$ cat src/rtl/seq_det_sched.sv
// Round-robin shared "1010" Mealy detector over NCH serial channels with per-channel contexts.
// Optional per-channel saturating match counters are enabled by defining MATCH_COUNT_EN.
module seq_det_sched #(
  parameter int NCH = 4,
  parameter int CW  = 8
) (
  input  logic                     clk,
  input  logic                     reset,
  input  logic [NCH-1:0]           ch_valid,
  input  logic [NCH-1:0]           ch_din,
  output logic [NCH-1:0]           ch_ready,
  input  logic                     flush,
  output logic                     match_valid,
`ifdef MATCH_COUNT_EN
  output logic [$clog2(NCH)-1:0]   match_ch,
  input  logic [$clog2(NCH)-1:0]   cnt_sel,
  input  logic                     cnt_clr,
  output logic [CW-1:0]            cnt_value
`else
  output logic [$clog2(NCH)-1:0]   match_ch
`endif
);

  localparam int PW = $clog2(NCH);

  typedef enum logic [1:0] {S0, S1, S2, S3} state_t;

  state_t          ctx_reg  [NCH];
  state_t          ctx_next [NCH];
  logic [PW-1:0]   ptr_reg, ptr_next;
  logic            match_valid_reg;
  logic [PW-1:0]   match_ch_reg, match_ch_next;
  logic            hit_next;
  logic            grant_found;
  logic [PW-1:0]   grant_idx;
  logic [PW:0]     scan_idx;
  logic            grant_bit;

  // Scan from ptr with wrap; the extra index bit keeps the sum from aliasing before the wrap.
  always_comb begin
    ch_ready    = '0;
    grant_found = 1'b0;
    grant_idx   = '0;
    scan_idx    = '0;
    for (int k = 0; k < NCH; k++) begin
      scan_idx = {1'b0, ptr_reg} + (PW+1)'(k);
      if (scan_idx >= (PW+1)'(NCH))
        scan_idx = scan_idx - (PW+1)'(NCH);
      if (!grant_found && ch_valid[scan_idx[PW-1:0]]) begin
        grant_found = 1'b1;
        grant_idx   = scan_idx[PW-1:0];
      end
    end
    if (flush)
      grant_found = 1'b0;
    if (grant_found)
      ch_ready[grant_idx] = 1'b1;
  end

  assign grant_bit = ch_din[grant_idx];

  always_comb begin
    for (int i = 0; i < NCH; i++)
      ctx_next[i] = ctx_reg[i];
    ptr_next      = ptr_reg;
    hit_next      = 1'b0;
    match_ch_next = match_ch_reg;
    if (flush) begin
      for (int i = 0; i < NCH; i++)
        ctx_next[i] = S0;
    end else if (grant_found) begin
      ptr_next = (grant_idx == PW'(NCH - 1)) ? '0 : grant_idx + PW'(1);
      case (ctx_reg[grant_idx])
        S0: ctx_next[grant_idx] = grant_bit ? S1 : S0;
        S1: ctx_next[grant_idx] = grant_bit ? S1 : S2;
        S2: ctx_next[grant_idx] = grant_bit ? S3 : S0;
        S3: begin
          // Non-overlapping: a completed match restarts the channel from idle.
          ctx_next[grant_idx] = grant_bit ? S1 : S0;
          hit_next            = !grant_bit;
        end
      endcase
      if (hit_next)
        match_ch_next = grant_idx;
    end
  end

  always_ff @(posedge clk or posedge reset) begin
    if (reset) begin
      for (int i = 0; i < NCH; i++)
        ctx_reg[i] <= S0;
      ptr_reg         <= '0;
      match_valid_reg <= 1'b0;
      match_ch_reg    <= '0;
    end else begin
      for (int i = 0; i < NCH; i++)
        ctx_reg[i] <= ctx_next[i];
      ptr_reg         <= ptr_next;
      match_valid_reg <= hit_next;
      match_ch_reg    <= match_ch_next;
    end
  end

  assign match_valid = match_valid_reg;
  assign match_ch    = match_ch_reg;

`ifdef MATCH_COUNT_EN
  logic [CW-1:0] cnt_reg  [NCH];
  logic [CW-1:0] cnt_next [NCH];

  // Clear wins over a same-cycle increment on the selected channel.
  always_comb begin
    for (int i = 0; i < NCH; i++) begin
      cnt_next[i] = cnt_reg[i];
      if (hit_next && grant_idx == PW'(i) && cnt_reg[i] != '1)
        cnt_next[i] = cnt_reg[i] + CW'(1);
      if (cnt_clr && cnt_sel == PW'(i))
        cnt_next[i] = '0;
    end
  end

  always_ff @(posedge clk or posedge reset) begin
    if (reset) begin
      for (int i = 0; i < NCH; i++)
        cnt_reg[i] <= '0;
    end else begin
      for (int i = 0; i < NCH; i++)
        cnt_reg[i] <= cnt_next[i];
    end
  end

  assign cnt_value = ({1'b0, cnt_sel} < (PW+1)'(NCH)) ? cnt_reg[cnt_sel] : '0;
`endif

endmodule

$ cat config.mk
export PLATFORM = sky130hd
export DESIGN_NAME = seq_det_sched
export DESIGN_NICKNAME = d
export VERILOG_FILES = /design/src/rtl/seq_det_sched.sv
export SDC_FILE = /design/constraint.sdc
export NUM_CORES = 1
export LEC_CHECK = 0
export BUFFER_PORTS_ARGS = -buffer_cell sky130_fd_sc_hd__buf_4
export CORE_ASPECT_RATIO = 0.6
export CORE_MARGIN = 5
export CORE_UTILIZATION = 40
export CTS_BUF_LIST = sky130_fd_sc_hd__clkbuf_8 sky130_fd_sc_hd__clkbuf_16
export DETAILED_ROUTE_END_ITERATION = 8
export GPL_TIMING_DRIVEN = 0
export PLACE_DENSITY = 0.58
export SLEW_MARGIN = 25
export SYNTH_ARGS = -nofsm -noshare
export SYNTH_HDL_FRONTEND = slang
export SYNTH_SLANG_ARGS = --single-unit
$ cat constraint.sdc
create_clock -name clk -period 2.65 [get_ports clk]
set_input_delay 0.53 -clock clk [delete_from_list [all_inputs] [get_ports clk]]
set_output_delay 0.53 -clock clk [all_outputs]
set_load 0.02 [all_outputs]
## Word-level counts from Yosys, hierarchy flattened

Index checks and enable logic that the tools add are counted.
Widths: inputs -> output; s select.

| storage, ports and cells | value |
|---|---|
| input port bits | 11 |
| register bits after elaboration | 13 |
| word-level logic and storage cells | 93 |
| output and inout bits | 7 |

| operators by class | value |
|---|---|
| $lt $le $gt $ge | 12 |
| equality and inequality tests | 4 |
| $add $sub $neg | 8 |
| bitwise operators | 2 |
| reduce and logical (&&, ||, !) cells | 14 |
| multiplexer cells | 46 |

Operators by type and width:

| cell | number |
|---|---|
| $mux 2 | 14 |
| $bwmux 8 | 3 |
| $pmux 8 s3 | 1 |
| $mux 1 | 17 |
| $mux 8 | 2 |
| $lt 2x3->1 const B | 5 |
| $ge 3x3->1 const B | 4 |
| $bmux 1 s2 | 5 |
| $sub 2x1->2 const B | 4 |
| $add 2x2->3 const B | 2 |
| $eq 2x2->1 const B | 3 |
| $logic_and 1x1->1 | 5 |
| $bmux 2 s2 | 1 |
| $demux 2 s2 | 1 |
| $logic_not 1->1 | 4 |
| $mux 4 | 1 |
| $add 2x1->3 const B | 1 |
| $ge 2x3->1 const B | 1 |
| $lt 3x1->1 const B | 1 |
| $not 2->3 | 1 |
| $reduce_and 3->1 | 1 |
| $add 2x1->2 const B | 1 |
| $demux 1 s2 | 1 |
| $eq 2x1->1 const B | 1 |
| other kinds (6) | 6 |

## Depth between registers and ports, before layout

Gate-level depths: netlist (run 1).

| depth | value |
|---|---|
| depth in word-level cells | 24 |
| gate-level depth with buffers | 14 |
| depth with buffers taken out | 12 |

## Worst setup path before layout (run 1)

Ideal clock, no wire load.

| timing | value |
|---|---|
| path type | input to register |
| from | input port ch_valid[2] |
| to | register ctx_reg[0] (netlist name) |
| path buffers | 1 |
| setup time | 122 ps |
| setup slack | -227 ps |
| stages | 13 |
| required time | 2528 ps |
| arrival time | 2756 ps |
| path through | mux2i_1 > o22ai_2 > nor2_2 > mux2i_1 > nand2_1 > and2_1 > ha_1 > clkbuf_1 > inv_1 > nand2_1 > o21ai_0 > o21ai_0 > a32o_1 |

| between the ends | value |
|---|---|
| word-level cells in the longest chain between the ends | 21 |
| elaborated cells between the ends (all ways) | 49 |
| classes of those cells | order compare: 2; eq/ne: 3; mux: 33; bitwise: 1; reduce/logical: 10 |

Ends and longest elaborated chain:

| what | RTL line | text |
|---|---|---|
| start, declared | 9 | `input logic [NCH-1:0] ch_valid,` |
| $bmux 1 s2 | 49 | `if (!grant_found && ch_valid[scan_idx[PW-1:0]]) begin` |
| $mux 1 (not written as such) | 49 |  |
| $mux 1 | 49 |  |
| $logic_not 1->1 | 49 |  |
| $logic_and 1x1->1 | 49 |  |
| $mux 1 | 49 |  |
| $logic_not 1->1 | 49 |  |
| $logic_and 1x1->1 | 49 |  |
| [4 not listed] | n/a |  |
| named net grant_idx[0] | 35 | `logic [PW-1:0] grant_idx;` |
| [1 not listed] | n/a |  |
| $ge 3x3->1 (not written as such) (tied with other cells) | n/a |  |
| $logic_and 1x1->1 (not written as such) or $mux 2 (tied branches) | n/a |  |
| $mux 2 (on tied branches) | n/a |  |
| $demux 2 s2 (tied with other cells) | n/a |  |
| $bwmux 8 (tied with other cells) | 74, 79 |  |
| $pmux 8 s3 * | 73 | `case (ctx_reg[grant_idx])` |
| $mux 8 * | 71 | `end else if (grant_found) begin` |
| $mux 8 * | 68 | `if (flush) begin` |
| end signal, assigned by index | 97 | `ctx_reg[i] <= ctx_next[i];` |
| end, declared | 28 | `state_t ctx_reg [NCH];` |

The timed path passes the listed nets; every way through them passes the cells marked *. The select of a mux whose other input is x is not followed.
A chain may end at the register's enable or synchronous reset.

## Final worst setup path (run 1)

| timing | value |
|---|---|
| from | register ptr_reg[1] |
| to | register ctx_reg[0] (netlist name) |

| between the ends | value |
|---|---|
| word-level cells in the longest chain between the ends | 23 |
| elaborated cells between the ends (all ways) | 64 |
| classes of those cells | add/sub: 7; order compare: 6; eq/ne: 3; mux: 37; bitwise: 1; reduce/logical: 10 |

Ends and longest elaborated chain:

| what | RTL line | text |
|---|---|---|
| start, declared | 30 | `logic [PW-1:0] ptr_reg, ptr_next;` |
| start signal, assigned | 98 | `ptr_reg <= ptr_next;` |
| parallel branches: the longest is 13 deep, another holds $add 2x1->3 | n/a |  |
| $mux 2 * | 49 |  |
| named net grant_idx[0] | 35 |  |
| $not 2->3 | n/a |  |
| $ge 3x3->1 (not written as such) (tied with other cells) | n/a |  |
| $logic_and 1x1->1 (not written as such) or $mux 2 (tied branches) | n/a |  |
| $mux 2 (on tied branches) | n/a |  |
| $demux 2 s2 (tied with other cells) | n/a |  |
| $bwmux 8 (tied with other cells) | 74, 79 |  |
| $pmux 8 s3 * | 73 |  |
| $mux 8 * | 71 |  |
| $mux 8 * | 68 |  |

Mark *: on every way through the listed nets, which the timed path passes. The select of a mux whose other input is x is not followed.

==> reports/metrics.cfg, run 1 <==
[power_and_ir_drop]
vdd_drop_max_mv = 0.385
power_leakage_nw = 0.738
powerDensity_mw_per_mm2 = 1000

[logic_synthesis]
avgSynthCellArea_um2 = 8.17
synthArstFlopShare_pct = 100
ys_seq_area_share_pct = 25.8
yosys_warnings = 0
ys_ff_latch = 13
synth_top_area_cell = dfrtp_1
synth_area_leaders = dfrtp_1 26%, ha_1 11%, a21oi_1 8.0%
syn_inst = 154
synth_edf_count = 0
synth_ff_type = dfrtp_1
yosysUniqueCellTypes = 39
syn_nets = 176
synth_top_area_share_pct = 25.8
syn_area_mm2 = 0.00126

[placement]
hpwl_um = 2660
post-place-cells = 212
gp_congestion = 0.836
io_buffers = 16

[min_path]
hold_class = primary input to asynchronous set/reset pin

[setup_path]
path_cells = buf_6 -> mux2i_4 -> o22ai_4 -> nor2_4 -> buf_12 -> mux2i_1 -> nand2_1 -> and2_4 -> ha_4 -> nand2_2 -> o21ai_2 -> o21ai_0 -> a32o_2
required_ns = 2.78
arrival_ns = 2.76
crit_family = compound AO/OA/AOI/OAI gates
critical_path_class = flip-flop to flip-flop
slowest_stage = dfrtp_1
cp-start-kind = flip-flop
critPathMaxStageDelay_ns = 0.34
endpoint_kind = flip-flop
crit_buf_inv = 2
worstPathMaxFanout = 6

[global_route]
grt_max_degree = 14
grt_pass1_wl_um = 6020
grtUsageTotal_pct = 18.8
antenna_found_initial = 0
grt-ovfl-total = 0
grt_pass1_vias = 1205

[cells_and_area]
area_growth_pct = 31.7
final_net_count = 205
largest_reg_flops = 8
diodes = 0
fillers = 282
regArea_um2 = 325
drive_above_1_share_pct = 31.9
final_cell_mix = 24 x buf_4, 19 x a21oi_1, 14 x o21ai_0, 13 x dfrtp_1
layout_commonest_cell = buf_4
instances_no_fill = 224
multi_input_area_um2 = 948

[sta]
worstMarginPinSlew_ns = 0.536
hold_slack_ns = 0.314
clock_skew_ns = 0.00930
post-route-min-period_ns = 2.63
fin_crit_sh_pct = 99.1
relSlewSlack_pct = 64.2
drv_slew = 0
setup_violations = 0
fmax_mhz = 381
rsz0062_at_grt = true
hold_viol_final = 0

[clock_network]
numCtsBuffers = 3
cts_tree = yes
cts.hold.buffers_added = 0
root_buffer = clkbuf_8
clk_latency_ns = 0.25
cts_max_path_buffers = 2
htreeDepth = 1
clk_pin_slew_ns = 0.07
cts_sinks = 13

[floorplanning]
rows = 15
die-width_um = 82.4
io_pins = 18
die-area_mm2 = 0.00441
initial_utilization_pct = 42.7
die_h_um = 53.5
coreArea_mm2 = 0.00295

[routing]
drtIter0Drc = 107
drc = 0
vias = 1274
wl_per_cell_um = 17.0
routed_wl_um = 3810
drtAntennaViolNets = 0
firstDrtPassIters = 4
vias_per_cell = 5.69

[job]
drv_cap = 0

[outcome]
status = completed

## cells by family (layout without fill, tap and decap cells)
kind of cell / after synthesis / in the layout / synth area share, %
AOI/OAI and AO/OA: 63 / 63 / 32.6
and+or+nand+nor: 41 / 41 / 17.8
buffers and inverters: 18 / 46 / 6.26
DFF: 13 / 13 / 25.8
adders and majority gates: 11 / 11 / 10.9
muxes: 8 / 8 / 6.56
## per-stage QoR
| step | instance area, um^2 | util, % | power [W] | setup WS, ns | setup TNS, ns |
|---|---|---|---|---|---|
| 2_1_floorplan | 1260 | - | 0.000972 | 0.0272 | 0 |
| 4_1_cts | 1560 | 53.0 | 0.00151 | 0.00463 | 0 |
| 3_3_place_gp | 1440 | 48.8 | 0.00118 | -0.460 | -3.00 |
| 5_1_grt | 1660 | 56.3 | 0.00179 | -0.0850 | -0.703 |
| 3_5_place_dp | 1440 | 48.8 | 0.00120 | -0.537 | -3.74 |
| 6_report | 1660 | 56.3 | 0.00166 | 0.0240 | 0 |
## worst reg2reg max path, delay by kind of cell, from the launching register on
kind,cells,cell delay (ns)
flops,1,0.34
fa+ha+maj,1,0.30
buf+inv,2,0.28
simple gates,4,0.55
mux,2,0.43
compound gates,4,0.61
## cell usage after synthesis (3+ instances only)
master	instances
nand2_1	10
and2_1	6
ha_1	11
o21ai_0	17
nand2b_1	3
clkbuf_1	5
a32o_1	4
nor2_1	8
a21o_1	4
a21oi_1	20
inv_1	10
dfrtp_1	13
nand3_1	3
mux2i_1	6
## final cells by class
class,count,share of cell area [%]
multi-input cells,123,57.2
well taps,42,3.17
plain buffers,6,2.49
flip-flops and latches,13,19.6
clock inverters,1,0.302
repair buffers,25,12.1
inverters,11,2.64
clock buffers,3,2.49
## worst paths after layout
kind / start / endpoint / slack, ns / cells after the start
worst max-delay path: ptr_reg[1] / ctx_reg[0] / 0.02 / 13
worst max register to register: ptr_reg[1] / ctx_reg[0] / 0.02 / 13
max in group asynchronous: reset / ctx_reg[4] / 1.97 / 2
min in group clk: match_ch[0] / match_ch[0] / 0.49 / 1
worst min register to register: match_ch[0] / match_ch[0] / 0.49 / 1
worst min-delay path: reset / ctx_reg[1] / 0.31 / 2
## where the power goes
| part | leakage [nW] | switching [W] | internal (W) |
|---|---|---|---|
| combinational | 0.539 | 0.000638 | 0.000522 |
| clock | 0.0255 | 0.0000857 | 0.000104 |
| sequential | 0.173 | 0.0000566 | 0.000257 |
| total | 0.738 | 0.000780 | 0.000883 |
## layer usage
layer	vias up	wire, um	share of wire, %	global-route usage, %
li1	614	-	-	-
met1	604	1860	49	26.5
met2	52	1570	41	28.1
met3	4	356	9.3	6.29
met4	0	21	0.55	2.49
met5	-	0	0	0
## timing repair
item | in CTS | in global routing
pin swaps | 2 | 9
resized for setup | 14 | 12
hold endpoints to repair | 0 | 0
setup buffers | 4 | 5
setup endpoints to repair | 10 | 12
Power figures use the tool's default switching activity.
==> inputs of run 2 (changes only) <==
Settings changed: ABC_AREA set to 1.
==> run 2 against run 1 <==
Against the previous run:
- the flow now finishes with violations (setup timing)
- cell count grew 34%
- highest routed layer unchanged
- non-clock buffer count rose by 6
- design area is 21% higher
- clock skew shrank 0.0017 ns
- fmax decreased by 4.1%
- die area increased by 12%
- area after synthesis grew 15%
- setup slack lost 0.11 ns
- first-iteration DRC count fell by 25%
- via count grew 16%
- sequential share of layout area shrank 3.4 points
- core utilization grew 3.4 points
==> reports/metrics.cfg, run 2 <==
[outcome]
status = finished with violations  ; was completed
violations = setup timing

[global_route]
antenna_found_initial = 0  ; unchanged
grt_pass1_vias = 1450  ; was 1,205
grt_max_degree = 14  ; unchanged
grtUsageTotal_pct = 17.4  ; was 18.8%
grt_pass1_wl_um = 6830  ; was 6020 um
grt-ovfl-total = 0  ; unchanged

[clock_network]
cts_tree = yes  ; unchanged
numCtsBuffers = 3  ; unchanged
cts_max_path_buffers = 2  ; unchanged
clk_latency_ns = 0.25  ; about the same
cts_sinks = 13  ; unchanged
clk_pin_slew_ns = 0.06  ; was 0.07 ns
root_buffer = clkbuf_8  ; unchanged
htreeDepth = 1  ; unchanged

[placement]
hpwl_um = 2680  ; was 2660 um
post-place-cells = 277  ; was 212
gp_congestion = 0.875  ; was 0.836
placedInstanceArea_mm2 = 0.00163  ; was 0.00144 mm^2
io_buffers = 17  ; was 16
pre_cts_ws_ns = -0.653  ; was -0.537 ns

[sta]
layout_setup_ws_ns = -0.0891  ; was 0.0240 ns
fmax_mhz = 365  ; was 381 MHz
relSlewSlack_pct = 63.2  ; was 64.2%
drv_slew = 0  ; unchanged
post-route-min-period_ns = 2.74  ; was 2.63 ns
worstMarginPinSlew_ns = 0.551  ; was 0.536 ns
hold_viol_final = 0  ; unchanged
fin_crit_sh_pct = 103  ; was 99.1%
fin_tns_setup_ns = -0.455  ; was 0 ns
clock_skew_ns = 0.00758  ; was 0.00930 ns
rsz0062_at_grt = true  ; unchanged
setup_violations = 11  ; was 0

[floorplanning]
rows = 16  ; was 15
die-width_um = 87.5  ; was 82.4 um
coreArea_mm2 = 0.00336  ; was 0.00295 mm^2
die_h_um = 56.5  ; was 53.5 um
initial_utilization_pct = 42.9  ; was 42.7%
die-area_mm2 = 0.00495  ; was 0.00441 mm^2
io_pins = 18  ; unchanged

[setup_path]
r2r-start = ptr_reg[0]  ; was ptr_reg[1]
startpoint = ptr_reg[0]  ; was ptr_reg[1]
cp-start-kind = flip-flop  ; unchanged
critical_path_class = flip-flop to output pin  ; was flip-flop to flip-flop
endpoint_kind = output pin  ; was flip-flop
required_ns = 2.12  ; was 2.78 ns
arrival_ns = 2.21  ; was 2.76 ns
worstPathMaxFanout = 8  ; was 6

[logic_synthesis]
avgSynthCellArea_um2 = 6.71  ; was 8.17 um^2
synth_area_leaders = dfrtp_1 23%, nand2_1 18%, inv_1 9.9%  ; was dfrtp_1 26%, ha_1 11%, a21oi_1 8.0%
yosysUniqueCellTypes = 28  ; was 39
synth_ff_type = dfrtp_1  ; unchanged
ys_top_cells_by_count = 69 x nand2_1, 38 x inv_1, 13 x dfrtp_1  ; was 20 x a21oi_1, 17 x o21ai_0, 13 x dfrtp_1
yosys_warnings = 0  ; unchanged
syn_area_mm2 = 0.00144  ; was 0.00126 mm^2
synthArstFlopShare_pct = 100  ; unchanged
ys_seq_area_share_pct = 22.5  ; was 25.8%
synth_top_area_share_pct = 22.5  ; was 25.8%
synth_edf_count = 0  ; unchanged
synth_top_area_cell = dfrtp_1  ; unchanged
syn_inst = 215  ; was 154
yosysMostFrequentCell = nand2_1  ; was a21oi_1
ys_ff_latch = 13  ; unchanged
syn_nets = 237  ; was 176

[cells_and_area]
regArea_um2 = 327  ; was 325 um^2
fillers = 316  ; was 282
final_cell_mix = 60 x nand2_1, 37 x inv_1, 31 x buf_4, 16 x nand2_2, 12 x dfrtp_1  ; was 24 x buf_4, 19 x a21oi_1, 14 x o21ai_0, 13 x dfrtp_1
post-route-cell-area_mm2 = 0.00201  ; was 0.00166 mm^2
multi_input_area_mm2 = 0.00109  ; was 948 um^2
diodes = 0  ; unchanged
largest_reg_flops = 8  ; unchanged
instances_no_fill = 300  ; was 224
final_net_count = 278  ; was 205
layout_commonest_cell = nand2_1  ; was buf_4
area_growth_pct = 39.1  ; was 31.7%
drive_above_1_share_pct = 40.0  ; was 31.9%

[routing]
routed_wl_um = 3990  ; was 3810 um
wl_per_cell_um = 13.3  ; was 17.0 um
drtAntennaViolNets = 0  ; unchanged
vias_per_cell = 4.92  ; was 5.69
drtIter0Drc = 80  ; was 107
firstDrtPassIters = 4  ; unchanged
vias = 1476  ; was 1,274
drc = 0  ; unchanged

[job]
drv_cap = 0  ; unchanged

[min_path]
hold_class = primary input to asynchronous set/reset pin  ; unchanged

[run 2: cell types whose count changed after synthesis, sizes merged, moves of 9 or more]
cell / delta
o21ai: -9
nand2: +73
inv: +33
a21oi: -13
nand3: +17
[run 2: cells by family (layout without fill, tap and decap cells)]
family	after synthesis	in the layout	share of synthesized area, %
AO/OA/AOI/OAI	30	30	12.5
adder cells (fa/ha/maj)	11	11	9.54
buffers and inverters	47	87	13.4
flip-flops	13	13	22.5
AND/OR/NAND/NOR	114	114	42.0
[run 2: what timing repair did]
action | CTS | global route
setup buffers | 15 | 2
setup endpoints to repair | 14 | 13
gates resized for setup | 36 | 18
pin swaps | 16 | 9
gates cloned | 2 | 0
hold buffers | 0 | 0
[run 2: worst paths after layout]
path	to	slack [ns]	cells after the start
max in group asynchronous	ptr_reg[1]	1.93	2
worst min-delay path	ctx_reg[2]	0.33	2
worst max register to register	ctx_reg[1]	-0.06	19
worst max-delay path	ch_ready[1]	-0.09	13
min in group clk	match_ch[1]	0.50	1
worst min register to register	match_ch[1]	0.50	1
[run 2: through the flow]
stage               utilization [%]  hold slack, ns
floorplan                         -           0.407
global placement               48.4           0.484
detailed placement             48.4           0.485
CTS                            57.0           0.355
global route                   59.7           0.380
finish                         59.7           0.326
[run 2: layer usage]
metal  share of wire, %  vias up  GRT usage, %
li1                   -      756             -
met1                 53      676          26.2
met2                 40       40          25.0
met3                5.9        4          4.09
met4               0.68        0          3.28
met5                  0        -             0
[run 2: layout make-up]
cell class	count	area share (%)
multi-input combinational	155	54.1
sequential	13	16.3
timing repair buffer	35	13.8
inverter	45	9.29
tap	45	2.81
clock buffer	3	2.06
buffer	2	1.12
timing repair inverter	1	0.312
clock inverter	1	0.187
[run 2: critical path, cell delays in order (launching register included)]
cell	delay [ns]
dfrtp_1	0.38
buf_6	0.16
inv_4	0.06
nand2_2	0.08
nand2_4	0.08
nand2_2	0.06
nand2_2	0.06
nor2_4	0.14
nand4_1	0.17
nand2_4	0.21
ha_2	0.24
inv_1	0.06
nor2_1	0.11
buf_4	0.15
Power of run 2 is not shown: default switching activity piles up to over one toggle a cycle in this logic, so the estimate is an artifact.
==> inputs of run 3 (changes only) <==
Settings changed: BUFFER_PORTS_ARGS -buffer_cell sky130_fd_sc_hd__buf_4 to -buffer_cell sky130_fd_sc_hd__buf_2.
==> run 3 against run 2 <==
Against the previous run:
- the flow still finishes with violations (setup timing)
- register-to-register slack is essentially flat
- die area did not move
- core utilization rose by 0.82 points
- cell count is 2.0% higher
- largest cell class unchanged
- highest routed layer unchanged
==> reports/metrics.cfg, run 3 (synthesis results as in run 2) <==
[floorplanning]
rows = 16  ; unchanged
io_pins = 18  ; unchanged
die-area_mm2 = 0.00495  ; unchanged
die_h_um = 56.5  ; unchanged
die-width_um = 87.5  ; unchanged
coreArea_mm2 = 0.00336  ; unchanged
initial_utilization_pct = 42.9  ; unchanged

[cells_and_area]
drive_above_1_share_pct = 41.4  ; was 40.0%
diodes = 0  ; unchanged
largest_reg_flops = 8  ; unchanged
final_net_count = 284  ; was 278
area_growth_pct = 41.0  ; was 39.1%
utilization_pct = 60.5  ; was 59.7%
final_cell_mix = 60 x nand2_1, 36 x inv_1, 23 x buf_4, 15 x buf_2, 13 x nand2_2  ; was 60 x nand2_1, 37 x inv_1, 31 x buf_4, 16 x nand2_2, 12 x dfrtp_1
layout_commonest_cell = nand2_1  ; unchanged

[outcome]
violations = setup timing  ; unchanged
status = finished with violations  ; unchanged

[routing]
highest_layer = met4  ; unchanged
routed_wl_um = 3890  ; was 3990 um
vias = 1488  ; was 1,476
firstDrtPassIters = 4  ; unchanged
wl_per_cell_um = 12.7  ; was 13.3 um
drtAntennaViolNets = 0  ; unchanged
drc = 0  ; unchanged
dr_wl_met2_um = 1520  ; was 1610 um
dr_wl_met3_um = 281  ; was 236 um
vias_per_cell = 4.86  ; was 4.92
met1_length_um = 2050  ; was 2110 um
drtIter0Drc = 121  ; was 80

[min_path]
hold_class = primary input to asynchronous set/reset pin  ; unchanged

[sta]
layout_setup_ws_ns = -0.0669  ; was -0.0891 ns
relSlewSlack_pct = 63.1  ; was 63.2%
clock_skew_ns = 0.00814  ; was 0.00758 ns
rsz0062_at_grt = true  ; unchanged
setup_violations = 10  ; was 11
drv_slew = 0  ; unchanged
worstMarginPinSlew_ns = 0.552  ; was 0.551 ns
post-route-min-period_ns = 2.72  ; was 2.74 ns
fin_crit_sh_pct = 103  ; about the same
hold_viol_final = 0  ; unchanged
fmax_mhz = 368  ; was 365 MHz

[clock_network]
root_buffer = clkbuf_8  ; unchanged
cts_tree = yes  ; unchanged
cts_sinks = 13  ; unchanged
cts.hold.buffers_added = 0  ; unchanged
numCtsBuffers = 3  ; unchanged
clk_pin_slew_ns = 0.06  ; about the same
cts_max_path_buffers = 2  ; unchanged
clk_latency_ns = 0.25  ; about the same
htreeDepth = 1  ; unchanged

[setup_path]
worstPathMaxFanout = 10  ; was 8
required_ns = 2.77  ; was 2.12 ns
arrival_ns = 2.83  ; was 2.21 ns
cp-start-kind = flip-flop  ; unchanged
critical_path_class = flip-flop to flip-flop  ; was flip-flop to output pin
endpoint_kind = flip-flop  ; was output pin

[job]
drv_cap = 0  ; unchanged

[placement]
pre_cts_ws_ns = -0.622  ; was -0.653 ns
io_buffers = 17  ; unchanged
gp_congestion = 0.869  ; was 0.875
hpwl_um = 2650  ; was 2680 um

[global_route]
grt-ovfl-total = 0  ; unchanged
antenna_found_initial = 0  ; unchanged
grt_max_degree = 14  ; unchanged
grtUsageTotal_pct = 15.7  ; was 17.4%
grt_pass1_wl_um = 6140  ; was 6830 um
grt_pass1_vias = 1291  ; was 1,450

run 3: routing by layer:
layer	up-vias	GRT usage, %
met5	-	0
met2	50	20.4
met1	667	25.3
li1	767	-
met4	0	3.94
met3	4	3.07
run 3: worst paths after layout:
check,from,to,cells after the start,slack (ns)
min,reset,ctx_reg[0],2,0.32
max,ptr_reg[0],ctx_reg[6],18,-0.07
max in group asynchronous,reset,ptr_reg[1],2,1.94
min in group clk,match_ch[0],match_ch[0],1,0.49
max reg2reg,ptr_reg[0],ctx_reg[6],18,-0.07
min reg2reg,match_ch[0],match_ch[0],1,0.49
run 3: what timing repair did:
action	in CTS	in global routing
pin swaps	7	14
setup endpoints to repair	14	12
setup buffers	10	14
cloned	0	1
resized for setup	22	38
run 3: critical path: stages (launching register included):
cell and delay [ns]:
dfrtp_1 0.36, buf_6 0.15, clkinv_8 0.09, nand2_2 0.08
nand3_2 0.08, buf_4 0.15, buf_4 0.12, nand2_1 0.08
nand3_2 0.10, nand2_4 0.15, inv_6 0.07, a32oi_2 0.26
inv_2 0.10, ha_4 0.18, buf_4 0.14, nor3_4 0.21
nor2_4 0.07, o21ai_1 0.09, o22ai_1 0.10
run 3: through the flow:
stage / area [um^2] / std cells / hold slack [ns] / setup TNS (ns)
after CTS: 1770 / 291 / 0.339 / -0.135
after global placement: 1580 / 277 / 0.480 / -5.14
after global routing: 2030 / 306 / 0.370 / -2.39
final: 2030 / 306 / 0.316 / -0.385
after floorplan: 1440 / 215 / 0.407 / 0
after detailed placement: 1580 / 277 / 0.480 / -4.79
run 3: layout make-up:
type	instances	area [um^2]
fillers	301	1330
multi-input cells	155	1100
flip-flops and latches	13	327
repair buffers	42	293
inverters	45	194
well taps	45	56.3
clock buffers	3	41.3
plain buffers	2	22.5
clock inverters	1	3.75
Power of run 3 is left out for the same reason.
